==> config.mk <==
export PLATFORM = sky130hd
export DESIGN_NAME = bcd_stopwatch_ctrl
export DESIGN_NICKNAME = d
export VERILOG_FILES = /design/src/rtl/bcd_stopwatch_ctrl.sv
export SDC_FILE = /design/constraint.sdc
export NUM_CORES = 1
export LEC_CHECK = 0
export CORE_AREA = 2 2 74 69
export DETAILED_ROUTE_END_ITERATION = 12
export DIE_AREA = 0 0 76 71
export PLACE_DENSITY = 0.69
export SETUP_SLACK_MARGIN = 0.02
export SKIP_CTS_REPAIR_TIMING = 1
export SLEW_MARGIN = 10
export SYNTH_ARGS = -nofsm -noshare
export SYNTH_HDL_FRONTEND = slang
export SYNTH_SLANG_ARGS = --single-unit
==> constraint.sdc <==
create_clock -name clk -period 1.5 [get_ports clk]
set_input_delay 0.225 -clock clk [delete_from_list [all_inputs] [get_ports clk]]
set_output_delay 0.225 -clock clk [all_outputs]
set_load 0.02 [all_outputs]
==> src/rtl/bcd_stopwatch_ctrl.sv <==
`default_nettype none
// ============================================================================
//  Module      : bcd_stopwatch_ctrl
//  Description : Stopwatch controller. Detects button edges, sequences
//                IDLE/RUN/PAUSE/LAP_RUN and drives a synchronous BCD counter
//                chain paced by a clock-enable prescaler. Provides packed BCD
//                display digits, lap freeze and a sticky wrap flag.
//  Revision    : 1.0 - initial release
// ============================================================================
module bcd_stopwatch_ctrl #(
  parameter int TICK_DIV = 10,
  parameter int DIGITS   = 4
) (
  input  logic                  clk,
  input  logic                  reset_b,
  input  logic                  start_stop_btn,
  input  logic                  lap_btn,
  input  logic                  clear_btn,
  output logic [4*DIGITS-1:0]   digits,
  output logic                  running,
  output logic                  lap_hold,
  output logic                  overflow
);

  // Prescaler width; a divide-by-1 still needs a one-bit register.
  localparam int            PW        = (TICK_DIV > 1) ? $clog2(TICK_DIV) : 1;
  localparam logic [PW-1:0] PRESC_MAX = PW'(TICK_DIV - 1);

  typedef enum logic [1:0] {
    IDLE    = 2'd0,
    RUN     = 2'd1,
    PAUSE   = 2'd2,
    LAP_RUN = 2'd3
  } state_t;

  state_t                state;
  state_t                state_nxt;
  logic                  start_q;
  logic                  lap_q;
  logic                  clear_q;
  logic                  start_edge;
  logic                  lap_edge;
  logic                  clear_edge;
  logic                  lap_latch;
  logic                  clear_all;
  logic                  counting;
  logic                  tick;
  logic [PW-1:0]         presc;
  logic [4*DIGITS-1:0]   count;
  logic [4*DIGITS-1:0]   count_inc;
  logic [4*DIGITS-1:0]   lap_reg;
  logic [DIGITS:0]       carry;

  // One-cycle-delayed copies of the buttons give exactly one edge per press.
  always_ff @(posedge clk or negedge reset_b) begin
    if (!reset_b) begin
      start_q <= 1'b0;
      lap_q   <= 1'b0;
      clear_q <= 1'b0;
    end else begin
      start_q <= start_stop_btn;
      lap_q   <= lap_btn;
      clear_q <= clear_btn;
    end
  end

  assign start_edge = start_stop_btn & ~start_q;
  assign lap_edge   = lap_btn        & ~lap_q;
  assign clear_edge = clear_btn      & ~clear_q;

  // State register.
  always_ff @(posedge clk or negedge reset_b) begin
    if (!reset_b) begin
      state <= IDLE;
    end else begin
      state <= state_nxt;
    end
  end

  // Next state: within each state only legal edges are tested, in
  // clear > start > lap order, so the highest legal edge wins.
  always_comb begin
    state_nxt = state;
    lap_latch = 1'b0;
    clear_all = 1'b0;
    case (state)
      IDLE: begin
        if (start_edge) state_nxt = RUN;
      end
      RUN: begin
        if (start_edge) begin
          state_nxt = PAUSE;
        end else if (lap_edge) begin
          state_nxt = LAP_RUN;
          lap_latch = 1'b1;
        end
      end
      LAP_RUN: begin
        if (start_edge)    state_nxt = PAUSE;
        else if (lap_edge) state_nxt = RUN;
      end
      PAUSE: begin
        if (clear_edge) begin
          state_nxt = IDLE;
          clear_all = 1'b1;
        end else if (start_edge) begin
          state_nxt = RUN;
        end
      end
      default: state_nxt = IDLE;
    endcase
  end

  // Counting is enabled by the current state, so a tick on a command edge
  // still lands.
  assign counting = (state == RUN) || (state == LAP_RUN);
  assign tick     = counting && (presc == PRESC_MAX);

  // Prescaler holds in PAUSE so resumed runs keep their partial period.
  always_ff @(posedge clk or negedge reset_b) begin
    if (!reset_b) begin
      presc <= '0;
    end else if (clear_all) begin
      presc <= '0;
    end else if (tick) begin
      presc <= '0;
    end else if (counting) begin
      presc <= presc + PW'(1);
    end
  end

  // Synchronous BCD carry chain: all digits update on the same edge.
  assign carry[0] = tick;
  for (genvar gi = 0; gi < DIGITS; gi++) begin : g_digit
    logic [3:0] d;
    assign d              = count[4*gi +: 4];
    assign carry[gi+1]    = carry[gi] & (d == 4'd9);
    assign count_inc[4*gi +: 4] = carry[gi] ? ((d == 4'd9) ? 4'd0 : d + 4'd1) : d;
  end

  // Count and sticky overflow; a carry out of the top digit is the wrap.
  always_ff @(posedge clk or negedge reset_b) begin
    if (!reset_b) begin
      count    <= '0;
      overflow <= 1'b0;
    end else if (clear_all) begin
      count    <= '0;
      overflow <= 1'b0;
    end else begin
      count <= count_inc;
      if (carry[DIGITS]) overflow <= 1'b1;
    end
  end

  // Lap snapshot captures the pre-increment count.
  always_ff @(posedge clk or negedge reset_b) begin
    if (!reset_b) begin
      lap_reg <= '0;
    end else if (lap_latch) begin
      lap_reg <= count;
    end
  end

  assign digits   = (state == LAP_RUN) ? lap_reg : count;
  assign running  = counting;
  assign lap_hold = (state == LAP_RUN);

endmodule
`default_nettype wire
==> run_results.csv, run 1 <==
group,metric,value,unit
outcome,run_status,"finished, violations left",
outcome,violations_in_the_final_reports,"negative setup slack",
layout,finalCoreUtilization,66.9,%
synth,ys.warnings.count,0,
critical_path,timing.critical_path.required,1.27,ns
critical_path,critical-path-slowest-cell,"sky130_fd_sc_hd__dfrtp_1",
critical_path,worst-setup-path-type,"register to output port",
global_routing,globalRouteTotalUtil,18.8,%
power,vdd_ir_drop_max,1220,µV
clocking,clkLatencyLatePin,0.29,ns
detailed_routing,dr.pass1.iters,4,
layout,nets_finish,291,
detailed_routing,detail_route.drc_violations,0,
floorplan,die-area,0.00540,mm²
layout,sequential_standard_cell_area,0.00105,mm²
timing,report.final.slew_viol_count,0,
power,post-layout-total-power,0.00520,W
layout,final_cell_mix,"43 x sky130_fd_sc_hd__buf_4, 42 x sky130_fd_sc_hd__dfrtp_1, 20 x sky130_fd_sc_hd__mux2_2",
floorplan,initial_core_utilization,47.6,%
critical_path,rrSetupSlack,-0.19,ns
synth,synth.net_count,220,
timing,timing.slew.headroom,75.1,%
synth,ys_top_cells_by_area,"sky130_fd_sc_hd__dfrtp_1 47%, sky130_fd_sc_hd__mux2_2 14%, sky130_fd_sc_hd__ha_1 5.7%",
power,power-per-cell-area,1670,mW/mm²
clocking,clock_sinks,42,
critical_path,critPathArrivalTime,1.49,ns
detailed_routing,routed-via-count,1771,
global_routing,largest_net_degree_at_the_start_of_global_routing,29,
critical_path,rr_startpoint,"state[0]",
synth,yosys_cell_types,39,
global_routing,vias_in_the_first_global_route,1659,
critical_path,setup.worst_path.end_class,"output port",
min_path,hold_path_class,"primary input to asynchronous set/reset pin",
layout,multiInputGateArea,0.00123,mm²
layout,fillCellCount,367,
floorplan,fp.coreArea,0.00465,mm²
synth,yosys_register_bits,42,
layout,final_common_cell,"sky130_fd_sc_hd__buf_4",
clocking,depth_of_the_cts_h_tree,2,
timing,setup_ws,-0.213,ns
global_routing,grt_antenna_before_repair,0,
global_routing,grt_remaining_overflow,0,
timing,max_clock_freq,0.584,GHz
critical_path,critical_path_peak_fanout,7,
run,timing.max_cap.violations,0,
detailed_routing,detail_route.wirelength,5.00,mm
synth,synth_top_cell_area_share,47.5,%
timing,final.setup.tns,-2.87,ns
layout,synthToLayoutAreaGrowth,40.8,%
clocking,cts_inserted_buffers,5,
detailed_routing,ant_nets,0,
synth,synth_top_flop_cell,"sky130_fd_sc_hd__dfrtp_1",
placement,place.detailed.hpwl,3.45,mm
global_routing,grt_first_pass_wirelength,7.94,mm
timing,worst_clock_skew,0.00667,ns
synth,synth_edf_count,0,
critical_path,timing.critical_path.slowest_cell_delay,0.40,ns
floorplan,ioPinCount,24,
timing,finalHoldViolCount,0,
placement,gp_congestion,0.826,
detailed_routing,routedWlPerCell,14.6,µm
synth,synth-async-reset-ratio,100,%
synth,syn-cell-area,0.00221,mm²
critical_path,worst_setup_path_start_kind,"register",
synth,seq_area_frac_synth,47.5,%
critical_path,timing.critical_path.to,"digits[7]",
synth,synthesis.area_per_instance,10.8,µm²
critical_path,timing.critical_path.from,"state[1]",
timing,setup_viol_count_final,22,
floorplan,die_y,71,µm
detailed_routing,detailedRoute.firstIterationViolations,85,
timing,holdWs,0.379,ns
timing,layout_min_cycle_time,1.71,ns
critical_path,reg2regPathDepth,6,
layout,insertedDiodeCount,0,
critical_path,timing.critical_path.cells,"nand2_2 > buf_6 > mux2_2 > buf_2",
timing,tightestPinTransition,0.373,ns
timing,setup_repair_after_global_routing_missed_its_margin,"true",
layout,layout-drive-gt1-share,46.6,%
floorplan,floorplan.die.width,76,µm
power,cellLeakagePower,1.55,nW
timing,final.period_utilization,114,%
critical_path,regToRegEndpoint,"count[11]",
clocking,ctsRootBufferMaster,"sky130_fd_sc_hd__clkbuf_8",
clocking,clockBufferDepth,2,
synth,synth.largest_area_cell,"sky130_fd_sc_hd__dfrtp_1",
floorplan,fp-row-count,24,
clocking,tritoncts,"done",
placement,io_buffers,23,
detailed_routing,vias_per_cell,5.18,
synth,synth_cells,205,
clocking,clk_pin_slew_worst_paths,0.08,ns
[area by class of cell]
type / instances / share of cell area, %
Multi-Input combinational cell: 147 / 39.4
Sequential cell: 42 / 33.7
Timing Repair Buffer: 73 / 19.8
Tap cell: 65 / 2.61
Clock buffer: 5 / 2.21
Clock inverter: 3 / 1.29
Inverter: 7 / 0.924
[cells by family (layout without fill, tap and decap cells)]
logic type                 count (synthesis)  in the layout  share of synthesized area, %
adders and majority gates                 10             10                          5.65
and+or+nand+nor                           68             68                          16.3
muxes                                     33             33                          16.5
buffers and inverters                     16             88                          3.39
DFF                                       42             42                          47.5
AOI/OAI and AO/OA                         34             34                          9.89
xor gates and xnor gates                   2              2                         0.792
[how the worst min path moves through the flow]
stage                     depth (start not counted)        end
after detailed placement                          1  count[14]
after floorplan                                   0    clear_q
final                                             2  count[14]
after CTS                                         1  count[14]
after global routing                              1      lap_q
after global placement                            1  count[14]
[power by group]
| part | internal (W) | switching, W |
|---|---|---|
| Combinational | 0.00134 | 0.00125 |
| Sequential | 0.00148 | 0.000248 |
| Clock | 0.000490 | 0.000385 |
[layer usage]
metal	global-route usage (%)	part of all wire, %	vias up
li1	-	-	871
met1	25.9	48	873
met2	30.0	49	23
met3	3.95	2.7	4
met4	6.46	0.80	0
met5	0	0	-
[metrics by stage]
step	setup slack, ns	cells	cell area, µm²
3_5_place_dp	-0.301	330	2860
5_1_grt	-0.282	342	3120
3_3_place_gp	-0.256	330	2860
4_1_cts	-0.624	338	2970
6_report	-0.213	342	3120
2_1_floorplan	-0.0973	205	2260
[critical path: cells and delay by family (launching register included)]
kind          cells  cell delay, ns
mux               1            0.34
simple gates      1            0.14
buf+inv           2            0.33
flops             1            0.40
[synth_stat cells, types with 2 or more instances]
| cell | instances |
|---|---|
| sky130_fd_sc_hd__dfrtp_1 | 42 |
| sky130_fd_sc_hd__mux2_2 | 28 |
| sky130_fd_sc_hd__nor2_1 | 19 |
| sky130_fd_sc_hd__o21ai_0 | 14 |
| sky130_fd_sc_hd__nand2_1 | 13 |
| sky130_fd_sc_hd__ha_1 | 10 |
| sky130_fd_sc_hd__a21oi_1 | 9 |
| sky130_fd_sc_hd__inv_1 | 6 |
| sky130_fd_sc_hd__mux2i_1 | 5 |
| sky130_fd_sc_hd__and3_1 | 4 |
| sky130_fd_sc_hd__and3b_1 | 4 |
| sky130_fd_sc_hd__nand3_1 | 4 |
| sky130_fd_sc_hd__nand3b_1 | 4 |
| sky130_fd_sc_hd__nor2b_1 | 4 |
| sky130_fd_sc_hd__nor3_1 | 4 |
| sky130_fd_sc_hd__buf_2 | 3 |
| sky130_fd_sc_hd__buf_4 | 3 |
| sky130_fd_sc_hd__clkbuf_1 | 3 |
| sky130_fd_sc_hd__nand2b_1 | 3 |
| sky130_fd_sc_hd__a22o_1 | 2 |
| sky130_fd_sc_hd__or3_1 | 2 |
| sky130_fd_sc_hd__xnor2_1 | 2 |
No activity file was read; power rests on OpenSTA's default activity.
==> run 2, diff against run 1 <==
CAP_MARGIN = 5   (was default)
==> results of run 2 <==
Same layout as run 1: the final DEF is identical, and so are final timing and power.
==> run 3, diff against run 2 <==
CELL_PAD_IN_SITES_DETAIL_PLACEMENT = 1   (was default)
CELL_PAD_IN_SITES_GLOBAL_PLACEMENT = 2   (was default)
CORE_AREA = 2 2 90 83   (was 2 2 74 69)
DIE_AREA = 0 0 92 85   (was 0 0 76 71)
PLACE_DENSITY = 0.7   (was 0.69)
==> run_results.csv, run 3 (synthesized netlist as in run 1, its figures left out) <==
group,metric,value,unit
placement,pre_cts_ws,-0.359,ns
clocking,depth_of_the_cts_h_tree,2,
critical_path,regToRegEndpoint,"count[6]",
power,clock_power_share,13.7,%
power,total_switching_power,0.00197,W
outcome,violations_in_the_final_reports,"negative setup slack",
critical_path,rrSetupSlack,-0.18,ns
layout,fillCellCount,772,
floorplan,initial_core_utilization,32.1,%
timing,worst_clock_skew,0.00894,ns
power,power-per-cell-area,1610,mW/mm²
timing,final.period_utilization,116,%
power,cellLeakagePower,1.59,nW
critical_path,cp.buffers_inverters,2,
min_path,hold_path_class,"primary input to asynchronous set/reset pin",
floorplan,ioPinCount,24,
detailed_routing,routed-via-count,1817,
detailed_routing,dr.pass1.iters,3,
global_routing,globalRouteTotalUtil,15.2,%
global_routing,grt_remaining_overflow,0,
detailed_routing,detailedRoute.firstIterationViolations,45,
layout,final_common_cell,"sky130_fd_sc_hd__buf_4",
global_routing,vias_in_the_first_global_route,1843,
floorplan,floorplan.die.width,92,µm
placement,place.detailed.hpwl,4.21,mm
detailed_routing,detail_route.drc_violations,0,
timing,setup_viol_count_final,28,
detailed_routing,vias_per_cell,4.79,
critical_path,setup.worst_path.end_class,"output port",
layout,count_of_placed_standard_cells_in_the_final_layout_fillers_left_out,379,
detailed_routing,ant_nets,0,
floorplan,die-area,0.00782,mm²
layout,insertedDiodeCount,0,
critical_path,timing.critical_path.slowest_cell_delay,0.42,ns
clocking,clk_pin_slew_worst_paths,0.08,ns
power,pwr-share-comb,53.1,%
critical_path,critical-path-slowest-cell,"sky130_fd_sc_hd__dfrtp_1",
floorplan,die_y,85,µm
critical_path,rr_startpoint,"state[0]",
critical_path,critical_path_peak_fanout,7,
timing,timing.slew.headroom,69.7,%
timing,setup_ws,-0.239,ns
clocking,clockBufferDepth,2,
placement,placed_cells,361,
critical_path,critPathArrivalTime,1.51,ns
critical_path,critical-path-top-delay-family,"flip-flops",
layout,sequential_standard_cell_area,0.00105,mm²
layout,synthToLayoutAreaGrowth,45.7,%
clocking,clock_sinks,42,
clocking,clkLatencyLatePin,0.29,ns
global_routing,grt_first_pass_wirelength,9.39,mm
floorplan,fp-row-count,29,
placement,gp_congestion,0.728,
timing,layout_min_cycle_time,1.74,ns
run,timing.max_cap.violations,0,
timing,holdWs,0.408,ns
timing,report.final.slew_viol_count,0,
layout,final_cell_mix,"52 x sky130_fd_sc_hd__buf_4, 42 x sky130_fd_sc_hd__dfrtp_1, 23 x sky130_fd_sc_hd__mux2_2",
clocking,cts_inserted_buffers,5,
global_routing,grt_antenna_before_repair,0,
power,internal_power,0.00323,W
layout,layout-drive-gt1-share,50.3,%
layout,multiInputGateArea,0.00126,mm²
placement,io_buffers,23,
power,sw_frac_of_total,37.9,%
critical_path,reg2regPathDepth,6,
layout,area_of_all_placed_cells_without_fillers,0.00322,mm²
timing,setup_repair_after_global_routing_missed_its_margin,"true",
layout,nets_finish,301,
global_routing,largest_net_degree_at_the_start_of_global_routing,27,
detailed_routing,routedWlPerCell,15.3,µm
clocking,ctsRootBufferMaster,"sky130_fd_sc_hd__clkbuf_8",
clocking,tritoncts,"done",
timing,tightestPinTransition,0.455,ns
timing,final.setup.tns,-3.38,ns
placement,dpl_cell_area,0.00292,mm²
outcome,run_status,"finished, violations left",
power,power.sequential.fraction,33.2,%
critical_path,timing.critical_path.cells,"nand2_4 > buf_8 > mux2_2 > buf_2",
critical_path,timing.critical_path.required,1.27,ns
critical_path,worst-setup-path-type,"register to output port",
critical_path,worst_setup_path_start_kind,"register",
timing,max_clock_freq,0.575,GHz
timing,finalHoldViolCount,0,
power,vdd_ir_drop_max,925,µV
floorplan,fp.coreArea,0.00689,mm²
detailed_routing,detail_route.wirelength,5.79,mm
==> run 3: cell types whose count changed in the layout (fill, tap and decap cells not counted), sizes merged <==
cell          delta
bufinv           -1
clkinv           -2
dlymetal6s2s     +1
buf             +10
clkbuf           +1
==> run 3: per-layer routing <==
layer | share of wire [%] | track usage [%]
met1 | 46 | 19.6
met5 | 0 | 0
met3 | 2.1 | 2.84
met4 | 0.73 | 4.07
met2 | 51 | 26.2
==> run 3: per-stage QoR <==
step | total power, W | utilization (%)
global placement | 0.00417 | 42.3
CTS | 0.00501 | 43.4
detailed placement | 0.00427 | 42.3
finish | 0.00520 | 46.8
floorplan | 0.00306 | -
global route | 0.00561 | 46.8
==> run 3: worst max path at each step <==
| stage | from | endpoint | slack, ns | depth (start not counted) |
|---|---|---|---|---|
| final | state[1] | digits[6] | -0.24 | 4 |
| after global routing | state[1] | digits[6] | -0.30 | 4 |
| after CTS | state[0] | digits[6] | -0.69 | 4 |
| after detailed placement | state[0] | digits[6] | -0.36 | 4 |
| after global placement | state[0] | digits[3] | -0.29 | 4 |
| after floorplan | count[1] | count[11] | -0.1 | 8 |
==> run 3: final cells by class <==
type / instances / share of cell area (%)
clock buffer: 7 / 2.37
inverter: 7 / 1.05
multi-input combinational: 147 / 39.2
sequential: 42 / 32.6
tap: 93 / 3.61
timing repair buffer: 83 / 21.1
==> run 3: power groups by stage <==
| stage | Combinational [W] | Sequential, W | Clock, W |
|---|---|---|---|
| finish | 0.00276 | 0.00173 | 0.000714 |
| CTS | 0.00256 | 0.00170 | 0.000753 |
| detailed placement | 0.00255 | 0.00172 | 0 |
| global placement | 0.00248 | 0.00170 | 0 |
| global route | 0.00303 | 0.00178 | 0.000795 |
| floorplan | 0.00131 | 0.00176 | 0 |
